===== src/rtl/cpu_pkg.sv =====
// cpu_pkg: shared encodings for the soft CPU pipeline.
//   WB_SEL_*  : writeback source select codes (11 aliases ALU)
//   F3_*      : load funct3 size/sign codes
//   REG_X0    : hardwired-zero register index
package cpu_pkg;

  localparam logic [1:0] WB_SEL_ALU  = 2'b00;
  localparam logic [1:0] WB_SEL_LOAD = 2'b01;
  localparam logic [1:0] WB_SEL_PC4  = 2'b10;

  localparam logic [2:0] F3_LB  = 3'b000;
  localparam logic [2:0] F3_LH  = 3'b001;
  localparam logic [2:0] F3_LW  = 3'b010;
  localparam logic [2:0] F3_LBU = 3'b100;
  localparam logic [2:0] F3_LHU = 3'b101;

  localparam logic [4:0] REG_X0 = 5'd0;

endpackage


===== src/rtl/load_extend.sv =====
// load_extend: combinational load-data extraction and extension.
//   rdata_i   : raw aligned memory word
//   addr_lo_i : low address bits (byte lane; bit 1 selects half)
//   funct3_i  : load size/sign code
//   data_o    : extended XLEN-wide load value
// Shared with the debug memory port.
module load_extend
  import cpu_pkg::*;
#(
  parameter int XLEN = 32
) (
  input  logic [XLEN-1:0] rdata_i,
  input  logic [1:0]      addr_lo_i,
  input  logic [2:0]      funct3_i,
  output logic [XLEN-1:0] data_o
);

  logic [XLEN-1:0] byte_sh, half_sh;
  logic [7:0]      byte_v;
  logic [15:0]     half_v;

  // Lane selection by shifting keeps this generic in XLEN; half ignores addr bit 0.
  assign byte_sh = rdata_i >> {addr_lo_i, 3'b000};
  assign half_sh = rdata_i >> {addr_lo_i[1], 4'b0000};
  assign byte_v  = byte_sh[7:0];
  assign half_v  = half_sh[15:0];

  always_comb begin
    data_o = rdata_i;
    case (funct3_i)
      F3_LB:   data_o = {{(XLEN-8){byte_v[7]}}, byte_v};
      F3_LH:   data_o = {{(XLEN-16){half_v[15]}}, half_v};
      F3_LBU:  data_o = {{(XLEN-8){1'b0}}, byte_v};
      F3_LHU:  data_o = {{(XLEN-16){1'b0}}, half_v};
      default: data_o = rdata_i;
    endcase
  end

endmodule


===== src/rtl/mem_wb_stage.sv =====
// mem_wb_stage: MEM->WB pipeline register of the soft CPU.
//   Clock/Reset            : rising-edge clock, synchronous active-low reset
//   ClockEnable, Tick      : state advances only when both are high
//   stall / flush          : hold WB contents / insert a bubble (flush wins)
//   mem_*                  : MEM-stage instruction bundle
//   wb_valid/we/rd/data    : registered writeback bundle (we never set for x0)
//   wb_pc_plus4            : registered PC+4
//   halted                 : sticky after a valid halt instruction retires
//   retired_count          : saturating count of retired instructions
module mem_wb_stage
  import cpu_pkg::*;
#(
  parameter int XLEN  = 32,
  parameter int CNT_W = 32
) (
  input  logic             Clock,
  input  logic             Reset,
  input  logic             ClockEnable,
  input  logic             Tick,
  input  logic             stall,
  input  logic             flush,
  input  logic             mem_valid,
  input  logic [XLEN-1:0]  mem_alu_result,
  input  logic [XLEN-1:0]  mem_rdata,
  input  logic [2:0]       mem_funct3,
  input  logic [4:0]       mem_rd,
  input  logic             mem_reg_write,
  input  logic [1:0]       mem_wb_sel,
  input  logic [XLEN-1:0]  mem_pc_plus4,
  input  logic             mem_halt,
  output logic             wb_valid,
  output logic             wb_we,
  output logic [4:0]       wb_rd,
  output logic [XLEN-1:0]  wb_data,
  output logic [XLEN-1:0]  wb_pc_plus4,
  output logic             halted,
  output logic [CNT_W-1:0] retired_count
);

  logic             adv;
  logic [XLEN-1:0]  ld_data, sel_data;

  logic             valid_q, valid_d;
  logic             rw_q, rw_d;
  logic [4:0]       rd_q, rd_d;
  logic [XLEN-1:0]  data_q, data_d;
  logic [XLEN-1:0]  pc4_q, pc4_d;
  logic             halt_q, halt_d;
  logic [CNT_W-1:0] cnt_q, cnt_d;

  assign adv = ClockEnable & Tick;

  load_extend #(.XLEN(XLEN)) u_ld (
    .rdata_i   (mem_rdata),
    .addr_lo_i (mem_alu_result[1:0]),
    .funct3_i  (mem_funct3),
    .data_o    (ld_data)
  );

  always_comb begin
    case (mem_wb_sel)
      WB_SEL_LOAD: sel_data = ld_data;
      WB_SEL_PC4:  sel_data = mem_pc_plus4;
      default:     sel_data = mem_alu_result;
    endcase
  end

  always_comb begin
    valid_d = valid_q;
    rw_d    = rw_q;
    rd_d    = rd_q;
    data_d  = data_q;
    pc4_d   = pc4_q;
    halt_d  = halt_q;
    cnt_d   = cnt_q;
    if (adv) begin
      if (flush || (!stall && halt_q)) begin
        // Bubble: only the control bits drop, data fields hold.
        valid_d = 1'b0;
        rw_d    = 1'b0;
      end else if (!stall) begin
        valid_d = mem_valid;
        rw_d    = mem_reg_write;
        rd_d    = mem_rd;
        data_d  = sel_data;
        pc4_d   = mem_pc_plus4;
        if (mem_valid) begin
          if (mem_halt)      halt_d = 1'b1;
          if (cnt_q != '1)   cnt_d  = cnt_q + 1'b1;
        end
      end
    end
  end

  always_ff @(posedge Clock) begin
    if (!Reset) begin
      valid_q <= 1'b0;
      rw_q    <= 1'b0;
      rd_q    <= '0;
      data_q  <= '0;
      pc4_q   <= '0;
      halt_q  <= 1'b0;
      cnt_q   <= '0;
    end else begin
      valid_q <= valid_d;
      rw_q    <= rw_d;
      rd_q    <= rd_d;
      data_q  <= data_d;
      pc4_q   <= pc4_d;
      halt_q  <= halt_d;
      cnt_q   <= cnt_d;
    end
  end

  assign wb_valid      = valid_q;
  assign wb_we         = valid_q & rw_q & (rd_q != REG_X0);
  assign wb_rd         = rd_q;
  assign wb_data       = data_q;
  assign wb_pc_plus4   = pc4_q;
  assign halted        = halt_q;
  assign retired_count = cnt_q;

endmodule


===== config.mk =====
export PLATFORM = sky130hd
export DESIGN_NAME = mem_wb_stage
export DESIGN_NICKNAME = d
export VERILOG_FILES = /design/src/rtl/cpu_pkg.sv /design/src/rtl/load_extend.sv /design/src/rtl/mem_wb_stage.sv
export SDC_FILE = /design/constraint.sdc
export NUM_CORES = 1
export LEC_CHECK = 0
export ABC_AREA = 0
export CORE_MARGIN = 4
export CORE_UTILIZATION = 28
export CTS_BUF_LIST = sky130_fd_sc_hd__clkbuf_16
export DETAILED_ROUTE_END_ITERATION = 8
export HOLD_SLACK_MARGIN = 0.06
export PLACE_DENSITY = 0.58
export SLEW_MARGIN = 40
export SYNTH_ARGS = -nofsm -noshare
export SYNTH_HDL_FRONTEND = slang
export SYNTH_SLANG_ARGS = --single-unit

===== constraint.sdc =====
create_clock -name Clock -period 1.75 [get_ports Clock]
set_input_delay 0.175 -clock Clock [delete_from_list [all_inputs] [get_ports Clock]]
set_output_delay 0.175 -clock Clock [all_outputs]
set_load 0.005 [all_outputs]

# [Word level (Yosys, flattened, before mapping)]
# Index checks and enable logic that the tools add are counted.
[totals] wordCells=37 output_inout_bits=104 mem_bits_ro=0 ram_bits=0 regBits=104 latch_bits=0 memories=0 in_bits=115
[classes] reduce_logical=9 order_cmp=0 n_mux=6 mul=0 n_addsub=1 n_shift=2 n_eq_ne=7 bitwise=5 div=0
[op_table] op="$pmux 32 s4" count=1
[op_table] op="$pmux 32 s2" count=1
[op_table] op="$add 32x1->32 const B" count=1
[op_table] op="$ne 32x32->1 const B" count=1
[op_table] op="$shr 32x5->16" count=1
[op_table] op="$shr 32x5->8" count=1
[op_table] op="$reduce_and 5->1" count=2
[op_table] op="$eq 3x3->1 const B" count=2
[op_table] op="$reduce_bool 5->1" count=1
[op_table] op="$mux 1" count=4
[op_table] op="$and 1x1->1" count=3
[op_table] op="$eq 3x1->1 const B" count=1
[op_table] op="$logic_not 3->1" count=1
[op_table] op="$reduce_and 3->1" count=1
[op_table] op="$eq 2x1->1 const B" count=1
[op_table] op="$eq 2x2->1 const B" count=1
[op_table] op="$ne 2x1->1 const B" count=1
[op_table] op="$not 1->1" count=2
[op_table] op="$reduce_and 2->1" count=1
[op_table] op="$logic_and 1x1->1" count=1
[op_table] op="$logic_not 1->1" count=1
[op_table] op="$logic_or 1x1->1" count=1

# [Depth between registers and ports, before layout]
[logic_depth] ltp_word=5 depth_mapped=9 ltp_nobuf=7

# [Modules after synthesis]
# From an unflattened synthesis, not the netlist that was laid out.
[unflattened] hier_cells=739 area_unflattened_um2=5540.3
[by_module_without_submodules] mod="mem_wb_stage" area_each_um2=4740.8 cells_per_inst=621 instances=1 seq_area_each_um2=2082.0
[by_module_without_submodules] mod="load_extend" area_each_um2=799.5 cells_per_inst=118 instances=1 seq_area_each_um2=0.0

# [Least setup slack after synthesis]
# No wires, ideal clock.
[synth_path] kind="register to register" from="reg halt_q (netlist: halted)" to="reg data_q[23] (netlist: wb_data[23])" path_slack_ps=-91 path_buffers=2 synth_period_minus_slack_ps=1841 t_arrival_ps=1702 stages_incl_launch_ff=6 setup_time_ps=139 required_ps=1611 path_cell_list="dfxtp_1 > or4_1 > clkbuf_1 > nor3_2 > buf_2 > a221oi_1"
[synth_via] elab_chain_len=4
[synth_lines] item="start, declared" line="mem_wb_stage.sv:48" text="logic halt_q, halt_d;"
[synth_lines] item="start signal, assigned" line="mem_wb_stage.sv:110" text="halt_q <= halt_d;"
[synth_lines] item="$logic_and 1x1->1" line="mem_wb_stage.sv:77" text="if (flush || (!stall && halt_q)) begin"
[synth_lines] item="$logic_or 1x1->1" line="mem_wb_stage.sv:77"
[synth_lines] item="$not 1->1 (no source line)"
[synth_lines] item="$reduce_and 3->1 (no source line)"
[synth_lines] item="end signal, assigned" line="mem_wb_stage.sv:108" text="data_q <= data_d;"
[synth_lines] item="end, declared" line="mem_wb_stage.sv:46" text="logic [XLEN-1:0] data_q, data_d;"
# No other way between the ends.
# A chain may end at the register's enable or synchronous reset.

# [Final worst setup path]
[layout_path] from="reg cnt_q[11] (netlist: retired_count[11])" to="reg cnt_q[26] (netlist: retired_count[26])"
[layout_via] elab_chain_len=2 word_cells_on_any_way=3 classes_between="add/sub: 1; eq/ne: 1; reduce/logical: 1"
[layout_lines] item="start, declared" line="mem_wb_stage.sv:49" text="logic [CNT_W-1:0] cnt_q, cnt_d;"
[layout_lines] item="start signal, assigned" line="mem_wb_stage.sv:111" text="cnt_q <= cnt_d;"
[layout_lines] item="parallel branches: the longest is 2 deep, another holds $add 32x1->32"
# Several ways; the timed one is not identified.

==> results.ini <==
[outcome]
outcome=complete, but fails checks
failed_checks=negative setup slack

[placement]
gp_congestion=0.859
detailedPlacementHpwl_um=17100
portBuffers=218
place_inst=1189

[floorplan]
dieArea_um2=21000
pin_count=219
row_count=49
initial_core_util_pct=28.9
die-height_um=145
coreArea_um2=18200
die_x_um=145

[power]
ir_drop_uv=478
powerDensity_nw_per_um2=578
total_power_mw=5.35
p_leak_nw=3.34

[synth]
yosysMostFrequentCell=nand2_1
yosysUniqueCellTypes=47
syn_area_per_cell_um2=7.77
yosys_warnings=0
yosys-top-cells-area=dfxtp_1 40%, nand2_1 9.3%, a21oi_1 9.1%
yosys-top-cells-count=130 x nand2_1, 104 x dfxtp_1, 96 x a21oi_1
synth_edf_count=0
netlist.top_cell.by_area=dfxtp_1
syn_nets=795
synth_top_area_share_pct=39.6
netlist_instances=677
syn-cell-area_um2=5260
async_flop_share_pct=0
ys_seq_area_share_pct=39.6
synth-main-ff-cell=dfxtp_1
ys_ff_latch=104

[sta]
rsz0062_at_grt=true
clock_skew_ns=0.0103
setup_violations=15
final.setup.tns_ns=-0.458
period_needed_ns=1.83
relSlewSlack_pct=71.0
slew_violations=0
fmax_mhz=548
hold_viol_final=0
max_slew.worst_pin.slew_ns=0.425
fin_ws_ns=-0.0756
period_share_pct=104

[cts]
cts_max_path_buffers=2
h-tree-depth=3
cts.sinks=104
cts.reportedPaths.clkPinSlew_ns=0.08
worstSkewPairLatency_ns=0.36
cts-buffers-inserted=9
cts_tree=yes
cts_root_buffer=clkbuf_16

[setup_path]
crit_fanout=7
worstSetupStartpointType=register
crit_chain=nand4_1 -> buf_6 -> nor4_4 -> nand4b_1 -> buf_6 -> or3_4 -> a21oi_2
max_stage_delay_ns=0.36
crit_type=reg -> reg
crit_path_frequent_cell=buf_6
required_ns=2.04
cp_slowest_cell=dfxtp_2
cp.arrival_ns=2.12
cp-end-kind=register
r2r_cells=7
r2r_slack_ns=-0.08

[routing]
dr.pass1.iters=4
vias=6297
drtIter0Drc=395
drt-total-wl_um=22900
via_per_inst=5.15
ant_nets=0
route.detailed.drc=0
wire_per_inst_um=18.8

[global_route]
grt_max_degree=57
grt_first_pass_wirelength_um=34700
grt_overflow=0
antenna_found_initial=2
grt_pass1_vias=6144
grt.total_usage_pct=20.6

[final_layout]
fillers=1703
final_layout_size_suffix_gt1_share_pct=20.8
multiInputGateArea_um2=3140
final-instance-count-excl-fill=1222
nets=1105
layout.area.seq_um2=2110
syn2layout_area_growth_pct=76.3
fin_util_pct=50.9

[min_path]
min-delay-path-class=in -> reg
hold_depth=3

[job]
timing.max_cap.violations=0

worst max-delay path, delay by kind of cell (launching register included):
family / cells / cell delay, ns
buffers and inverters: 2 / 0.31
and+or+nand+nor: 4 / 0.96
DFF: 1 / 0.36
AOI/OAI and AO/OA: 1 / 0.13
placed cells by master (no fill, tap or decap), drive strengths merged, types with 2 or more instances in the layout:
cell type and n:
and4 4, nand2 131, a21oi 96, clkdlybuf4s50 211, mux2i 10, a22oi 18
o2111ai 4, nor4 9, a221oi 17, mux2 3, o31ai 18, or3 22
dfxtp 104, and2 5, o21a 7, o22ai 2, nand3 12, o211ai 9
nand2b 8, nor2b 5, clkinv 4, clkbuf 12, buf 131, a2111oi 7
or4 10, nor3 9, ha 3, nand4 11, o21ai 47, and3 14
dlymetal6s2s 5, nor2 20, inv 13
metrics by stage:
stage	setup WS, ns	cell area [um2]	hold slack, ns
floorplan	0.0000420	5280	0.311
CTS	-0.0588	9030	0.360
global route	-0.130	9270	0.380
finish	-0.0756	9270	0.373
detailed placement	-0.475	8500	0.447
global placement	-0.467	8500	0.438
registers in the layout, summed over array words and instances (netlist names):
signal and flops:
wb_valid 1, halted 1, wb_rd 5, rw_q 1, wb_pc_plus4 32, retired_count 32, wb_data 32
metal layers:
metal  up-vias  track usage [%]  share of wire [%]
li1       3106                -                  -
met1      2947             26.9                 44
met2       207             33.5                 47
met3        35             5.64                6.8
met4         2             6.27                2.4
met5         -                0              0.052
logic make-up (layout without fill, tap and decap cells):
kind of cell | after synthesis | after routing | share of synthesized area [%]
and+or+nand+nor | 262 | 262 | 24.9
AOI/OAI and AO/OA | 229 | 229 | 26.8
DFF | 104 | 104 | 39.6
buffers and inverters | 63 | 378 | 4.66
muxes | 14 | 14 | 2.97
adders and majority gates | 3 | 3 | 0.714
xor gates and xnor gates | 2 | 2 | 0.333
other | 0 | 1 | 0
report_power, final:
group / internal [mW] / leakage, nW / switching, mW
clock: 0.983 / 0.139 / 1.01
combinational: 0.518 / 2.35 / 0.425
sequential: 2.40 / 0.849 / 0.0223
total: 3.90 / 3.34 / 1.45
cell type report:
class	count	area share, %
sequential	104	22.8
multi-input combinational	510	33.9
inverter	11	0.445
clock inverter	7	0.621
antenna	1	0.0270
tap	229	3.09
timing repair buffer	351	36.8
clock buffer	9	2.43
final timing paths:
| kind | start | endpoint |
|---|---|---|
| setup / recovery | retired_count[11]$_SDFFE_PN0P_ | retired_count[26]$_SDFFE_PN0P_ |
| hold / removal | mem_rd[0] | wb_rd[0]$_SDFFE_PN0P_ |
| setup reg to reg | retired_count[11]$_SDFFE_PN0P_ | retired_count[26]$_SDFFE_PN0P_ |
| hold reg to reg | wb_pc_plus4[6]$_SDFFE_PN0P_ | wb_pc_plus4[6]$_SDFFE_PN0P_ |
repair_timing:
action | 4_1_cts | 5_1_grt
setup endpoints to repair | 54 | 54
resized for setup | 41 | 39
cloned | 2 | 2
hold buffers | 0 | 0
setup buffers | 7 | 7
pin swaps | 14 | 22
Note: power is estimated with default switching activity, not from simulation.
